**config.mk**
```make
export PLATFORM = sky130hd
export DESIGN_NAME = approx_booth_mult_pipe
export DESIGN_NICKNAME = d
export VERILOG_FILES = /design/src/rtl/approx_booth_mult_pipe.sv
export SDC_FILE = /design/constraint.sdc
export NUM_CORES = 1
export LEC_CHECK = 0
export CAP_MARGIN = 10
export CORE_MARGIN = 2
export CORE_UTILIZATION = 50
export DETAILED_ROUTE_END_ITERATION = 8
export PLACE_DENSITY_LB_ADDON = 0.05
export SLEW_MARGIN = 20
export SYNTH_ARGS = -nofsm -noshare
export SYNTH_HDL_FRONTEND = slang
export SYNTH_SLANG_ARGS = --single-unit
```
**constraint.sdc**
```tcl
create_clock -name clk -period 4.05 [get_ports clk]
set_clock_uncertainty 0.05 [all_clocks]
set_input_delay 0.6075 -clock clk [delete_from_list [all_inputs] [get_ports clk]]
set_output_delay 0.6075 -clock clk [all_outputs]
set_load 0.01 [all_outputs]
```
**src/rtl/approx_booth_mult_pipe.sv**
```systemverilog
`default_nettype none
// +----------------------------------------------------------------------------+
// | Module      : approx_booth_mult_pipe                                       |
// | Description : Approximate radix-4 Booth multiplier with a valid/ready      |
// |               pipeline and tag passthrough. Optional macro                 |
// |               APPROX_MULT_COMP_EN adds mean-error compensation.            |
// | Revision    : 1.0                                                          |
// +----------------------------------------------------------------------------+
module approx_booth_mult_pipe #(
  parameter int WIDTH    = 16,
  parameter int APPROX_P = 14,
  parameter int STAGES   = 2,
  parameter int TAG_W    = 4
) (
  input  logic               clk,
  input  logic               rst_n,
  input  logic               in_valid,
  output logic               in_ready,
  input  logic [WIDTH-1:0]   x,
  input  logic [WIDTH-1:0]   y,
  input  logic [TAG_W-1:0]   in_tag,
  output logic               out_valid,
  input  logic               out_ready,
  output logic [2*WIDTH-1:0] p_out,
  output logic [TAG_W-1:0]   out_tag
);

  localparam int c_PW     = 2 * WIDTH;
  localparam int c_DIGITS = WIDTH / 2;

  localparam logic [c_PW-1:0] c_ONE    = {{(c_PW-1){1'b0}}, 1'b1};
  localparam logic [c_PW:0]   c_ONE_SH = {{c_PW{1'b0}}, 1'b1} << APPROX_P;
  // Keeps columns [2*WIDTH-1:APPROX_P]; all-zero when every column is dropped.
  localparam logic [c_PW-1:0] c_KEEP   = ~(c_ONE_SH[c_PW-1:0] - c_ONE);
`ifdef APPROX_MULT_COMP_EN
  // 2^(APPROX_P-1), or zero when APPROX_P is zero.
  localparam logic [c_PW-1:0] c_COMP   = c_ONE_SH[c_PW:1];
`endif

  logic [WIDTH:0]    w_ypad;
  logic [c_PW-1:0]   w_xs;
  logic [c_PW-1:0]   w_pp [c_DIGITS];
  logic [c_PW-1:0]   w_sum;
  logic [c_PW-1:0]   w_result;

  assign w_ypad = {y, 1'b0};
  assign w_xs   = {{WIDTH{x[WIDTH-1]}}, x};

  genvar gi;
  generate
    for (gi = 0; gi < c_DIGITS; gi++) begin : g_pp
      logic [2:0]      w_trip;
      logic [c_PW-1:0] w_mag;
      logic [c_PW-1:0] w_sgn;

      assign w_trip = w_ypad[2*gi +: 3];

      // Digit magnitude selects x or 2x; the top bit of the triplet is the sign.
      always_comb begin
        w_mag = '0;
        case (w_trip)
          3'b001, 3'b010, 3'b101, 3'b110: w_mag = w_xs;
          3'b011, 3'b100:                 w_mag = {w_xs[c_PW-2:0], 1'b0};
          default:                        w_mag = '0;
        endcase
        w_sgn = w_trip[2] ? (~w_mag + c_ONE) : w_mag;
      end

      assign w_pp[gi] = (w_sgn << (2*gi)) & c_KEEP;
    end
  endgenerate

  always_comb begin
    w_sum = '0;
    for (int i = 0; i < c_DIGITS; i++) begin
      w_sum = w_sum + w_pp[i];
    end
  end

`ifdef APPROX_MULT_COMP_EN
  assign w_result = w_sum + c_COMP;
`else
  assign w_result = w_sum;
`endif

  logic [STAGES-1:0] r_valid;
  logic [c_PW-1:0]   r_data [STAGES];
  logic [TAG_W-1:0]  r_tag  [STAGES];
  logic [STAGES:0]   w_ready;

  // A stage can take new data when empty or when its successor drains it.
  always_comb begin
    w_ready         = '0;
    w_ready[STAGES] = out_ready;
    for (int k = STAGES - 1; k >= 0; k--) begin
      w_ready[k] = ~r_valid[k] | w_ready[k+1];
    end
  end

  always_ff @(posedge clk or negedge rst_n) begin
    if (!rst_n) begin
      r_valid <= '0;
      for (int k = 0; k < STAGES; k++) begin
        r_data[k] <= '0;
        r_tag[k]  <= '0;
      end
    end else begin
      if (w_ready[0]) begin
        r_valid[0] <= in_valid;
        if (in_valid) begin
          r_data[0] <= w_result;
          r_tag[0]  <= in_tag;
        end
      end
      for (int k = 1; k < STAGES; k++) begin
        if (w_ready[k]) begin
          r_valid[k] <= r_valid[k-1];
          if (r_valid[k-1]) begin
            r_data[k] <= r_data[k-1];
            r_tag[k]  <= r_tag[k-1];
          end
        end
      end
    end
  end

  assign in_ready  = w_ready[0];
  assign out_valid = r_valid[STAGES-1];
  assign p_out     = r_data[STAGES-1];
  assign out_tag   = r_tag[STAGES-1];

endmodule
`default_nettype wire

```
# [Yosys cells after proc, flatten, opt, wreduce, memory -nomap -nowiden]
# Cells that the tools add are included.
# Widths: inputs -> output; s select.
[totals] in_bits=40 reg_bits=74
[op_classes] bitwise=12 reduce_logical=17 muxes=16 eq_ne=45 n_addsub=15
[ops] op="$add 32x32->32" n=7
[ops] op="$pmux 32 s2" n=1
[ops] op="$eq 3x3->1 const B" n=21
[ops] op="$pmux 30 s2" n=1
[ops] op="$pmux 28 s2" n=1
[ops] op="$pmux 26 s2" n=1
[ops] op="$pmux 24 s2" n=1
[ops] op="$pmux 22 s2" n=1
[ops] op="$eq 3x2->1 const B" n=14
[ops] op="$pmux 20 s2" n=1
[ops] op="$pmux 18 s2" n=1
[ops] op="$add 32x1->32 const B" n=1
[ops] op="$mux 32" n=1
[ops] op="$not 32->32" n=1
[ops] op="$add 30x1->30 const B" n=1
[ops] op="$mux 30" n=1
[ops] op="$not 30->30" n=1
[ops] op="$add 28x1->28 const B" n=1
[ops] op="$mux 28" n=1
[ops] op="$not 28->28" n=1
[ops] op="$reduce_or 4->1" n=7
[ops] op="$add 26x1->26 const B" n=1
[ops] op="$mux 26" n=1
[ops] op="$not 26->26" n=1
[ops] op="19 further kinds" n=36

# [Depth between registers and ports, before layout]
[logic_depth] word_depth=13 ltp_mapped=29 mapped_depth_nobuf=27

# [Worst setup path before layout]
# Ideal clock, no wire load.
[synth_path] path_type="in2reg" start="in x[5]" end="reg r_data[58] (netlist name)" arrival_time_ps=6743 path_stages=28 required_ps=3931 slack_ps=-2812 path_cell_list="buf_6 > or4_4 > or3_1 > buf_6 > nor3_1 > nor2_1 > a21oi_1 > nor3_1 > a21oi_1 > a21oi_1 > a21oi_1 > fa_1 > fa_1 > fa_1 > fa_1 > inv_1 > ha_1 > inv_1 > fa_1 > nor2b_1 > o21ai_0 > a21boi_0 > o21ai_0 > a21boi_0 > o21ai_0 > a21boi_0 > or4_1 > nand3_1"
[synth_via] elab_chain_len=11
[synth_lines] item="from (decl)" line="19" text="input logic [WIDTH-1:0] x,"
[synth_lines] item="$pmux 32 s2 / $pmux 30 s2 (equally long branches)" line="61" text="case (w_trip)"
[synth_lines] item="$not 32->32 / $not 30->30 (equally long branches)" line="66" text="w_sgn = w_trip[2] ? (~w_mag + c_ONE) : w_mag;"
[synth_lines] item="$add 32x1->32 / $add 30x1->30 (equally long branches)" line="66"
[synth_lines] item="$mux 32 / $mux 30 (equally long branches)" line="66"
[synth_lines] item="$add 32x32->32 (6 in series)" line="76" text="w_sum = w_sum + w_pp[i];"
[synth_lines] item="$add 32x32->32 (*)" line="76"
[synth_lines] item="to (signal, indexed assignment)" line="119" text="r_data[k] <= r_data[k-1];"
[synth_lines] item="to (decl)" line="87" text="logic [c_PW-1:0] r_data [STAGES];"
# Every way passes the cells marked *; elsewhere a longest branch is shown, timed or not.
# A chain may end at the register's enable or synchronous reset.

# [Worst setup path in the final report]
[layout_path] start="in x[6]" end="reg r_data[59] (netlist name)"
# Same word-level chain as after synthesis.

==> impl_metrics.json <==
{
  "status": "complete, but fails checks",
  "failed_checks": "negative setup slack",
  "ios": 78,
  "post-route-worst-setup-slack_ns": -2.05,
  "setup.worst_path.class": "primary input to flop",
  "setup_viol": 17,
  "initialDrtViolationCount": 840,
  "final_net_count": 1682,
  "clock_transition_at_the_registers_of_the_reported_paths_ns": 0.06,
  "route.detailed.vias_per_inst": 5.71,
  "max-slew-margin-rel_pct": 39.0,
  "synth_top_area_cell": "fa_1",
  "layout_worst_path_cycle_share_pct": 151,
  "die-height_um": 143,
  "grt_total_usage_pct": 31.3,
  "replace_congestion": 1.00,
  "rr_startpoint": "r_valid[1]",
  "critical_path.endpoint_type": "flop",
  "fillCellCount": 1567,
  "worstSkewPairLatency_ns": 0.29,
  "core_area_mm2": 0.0188,
  "floorplan.rows": 50,
  "synth.area.top_cells": "fa_1, dfrtp_1, o21ai_0, inv_1, nand2_1",
  "overflow": 0,
  "finalPower_mw": 11.7,
  "commonest_non_fill_non_tap_cell_in_the_layout": "buf_4",
  "vdd.ir_drop.worst_mv": 0.744,
  "reg2regPathDepth": 5,
  "p_per_area_mw_per_mm2": 887,
  "timing.critical_path.fanout_max": 4,
  "cts_tree": "yes",
  "flow.area_growth_from_synthesis_pct": 36.5,
  "timing_worst_slew_pin_value_ns": 0.913,
  "leakage_nw": 6.06,
  "clock_tree_buffer_depth": 2,
  "antenna_violations_before_repair": 0,
  "ys.flop_type": "dfrtp_1",
  "post_synth_instance_area_mm2": 0.00964,
  "holdCritPathClass": "primary input to asynchronous set/reset pin",
  "tritoncts_num_sinks": 46,
  "first_pass_grt_wire_length_um": 50300,
  "route.detailed.drc": 0,
  "synthArstFlopShare_pct": 100,
  "required_ns": 4.17,
  "post_synth_inst_count": 1238,
  "slew_viol_final": 0,
  "dp_hpwl_um": 25200,
  "cts-hold-fix-buffers": 0,
  "unrepaired_setup_endpoints_after_global_routing": "true",
  "register_to_register_setup_slack_ns": 2.21,
  "post_synth_num_cell_types": 77,
  "number_of_max_cap_violations": 0,
  "setup_slack_placement_ns": -3.01,
  "antenna-diode-count": 0,
  "drtAntennaViolNets": 0,
  "wl_per_cell_um": 18.0,
  "synth-warning-count": 0,
  "die-area_mm2": 0.0204,
  "min_period_ns": 6.10,
  "critical_path.reg2reg.endpoint": "r_data[58]",
  "netlist.area_leader.share_pct": 20.6,
  "totalWireLength_um": 32000,
  "drt_pre_antenna_iters": 6,
  "io_port_bufs": 63,
  "final_cell_mix": "buf_4, inv_1, nand2_1",
  "cp_data_arrival_time_ns": 6.21,
  "die_width_um": 143,
  "post_synth.cell_area_avg_um2": 7.79,
  "ys_seq_area_share_pct": 11.9,
  "cts_buffers": 5,
  "worstSetupStartpointType": "primary input",
  "initial_utilization_pct": 51.2,
  "grt_start_max_net_pins": 47,
  "final-hold-violation-count": 0,
  "cts_root_buf": "clkbuf_16",
  "synth_edf_count": 0,
  "cts-htree-levels": 2,
  "detailroute.via_count": 10132,
  "max_freq_mhz": 164,
  "postSynthRegisterBits": 46,
  "grt_pass1_vias": 9624,
  "share_of_layout_cells_above_drive_strength_1_pct": 32.8
}
cells by family after synthesis:
kind of cell               after synthesis  share of synthesized area, %
AOI/OAI and AO/OA                      383                          26.4
and+or+nand+nor                        291                          13.8
buffers and inverters                  287                          12.9
adders and majority gates              130                          24.6
xor gates and xnor gates                58                          5.55
DFF                                     46                          11.9
muxes                                   42                          4.79
other                                    1                        0.0389
worst max path at each step:
stage	endpoint	from	slack, ns
6_report	r_data[59]	x[6]	-2.05
5_1_grt	r_data[62]	x[6]	-2.32
4_1_cts	r_data[62]	x[6]	-2.12
3_5_place_dp	r_data[62]	x[2]	-3.01
3_3_place_gp	r_data[62]	x[2]	-2.92
2_1_floorplan	r_data[62]	x[5]	-2.25
area by class of cell:
class / instances / area (um^2) / area share (%)
repair buffers: 381 / 3080 / 23.4
clock buffers: 5 / 125 / 0.951
multi-input cells: 919 / 7860 / 59.7
well taps: 260 / 325 / 2.47
clock inverters: 3 / 21.3 / 0.162
flip-flops and latches: 46 / 1150 / 8.75
inverters: 159 / 598 / 4.54
registers in the layout (all words and copies together) (netlist names):
signal / cells
r_valid: 2
r_tag: 4
r_data: 18
p_out: 18
out_tag: 4
per-stage QoR:
| stage | TNS, ns | area [um^2] | hold WS (ns) | utilization, % | instances |
|---|---|---|---|---|---|
| floorplan | -29.20 | 9820 | 0.262 | - | 1251 |
| global route | -30.58 | 13200 | 0.166 | 69.9 | 1773 |
| detailed placement | -42.25 | 12300 | 0.422 | 65.5 | 1738 |
| CTS | -27.29 | 12900 | 0.437 | 68.7 | 1766 |
| global placement | -40.95 | 12300 | 0.411 | 65.5 | 1738 |
| finish | -27.18 | 13200 | 0.143 | 69.9 | 1773 |
cell usage after synthesis, types with 3 or more instances:
cell type,count
xnor2_1,31
o211ai_1,4
nor4b_1,4
a32oi_1,3
mux2_2,33
buf_4,38
o22ai_1,19
nor3_1,13
fa_1,99
buf_2,5
nand2_1,125
nand3_1,19
a211oi_1,6
o21a_1,5
nor2_1,74
a21o_1,15
a22oi_1,46
nor2b_1,10
a31oi_2,3
a221oi_1,13
clkinv_1,5
ha_1,31
a22o_1,10
o311a_1,6
buf_1,12
o31ai_1,22
a31o_2,8
nand4_1,5
a31oi_1,6
nand2b_1,11
o21ai_0,116
xor2_1,25
o41ai_1,3
a311oi_1,3
or3_1,6
dfrtp_1,46
clkbuf_1,71
nor4_1,4
or2_2,5
mux2i_1,9
a21oi_1,68
inv_1,152
a21boi_0,6
critical path, stage by stage:
cell	delay [ns]
buf_8	0.10
buf_6	0.11
nor4_4	0.22
buf_4	0.15
and4_4	0.27
nand3_4	0.12
or2_4	0.27
nand2_1	0.06
o21ai_1	0.06
a221oi_1	0.27
a21oi_1	0.10
fa_1	0.56
inv_2	0.06
fa_2	0.57
fa_1	0.44
fa_2	0.64
inv_2	0.06
ha_4	0.23
a21o_1	0.18
a21oi_2	0.17
o21ai_1	0.11
a21oi_2	0.21
inv_2	0.06
a31o_4	0.21
a21oi_2	0.13
xor2_1	0.19
o21ai_1	0.08
power by group:
part | switching, mW | internal [mW] | total, mW
combinational | 5.14 | 5.35 | 10.5
clock | 0.174 | 0.228 | 0.403
sequential | 0.0978 | 0.692 | 0.790
total | 5.41 | 6.27 | 11.7
routing by layer:
metal / track usage, % / vias up / part of all wire, %
li1: - / 4773 / -
met3: 2.28 / 74 / 7.4
met5: 0 / - / 0
met2: 53.0 / 463 / 48
met1: 41.5 / 4822 / 41
met4: 12.9 / 0 / 3.9
repair_timing:
item | CTS | global route
gates cloned | 1 | 0
setup endpoints to repair | 18 | 17
resized for setup | 137 | 43
pin swaps | 82 | 30
buffers inserted | 21 | 8
No activity file was read; power rests on OpenSTA's default activity.
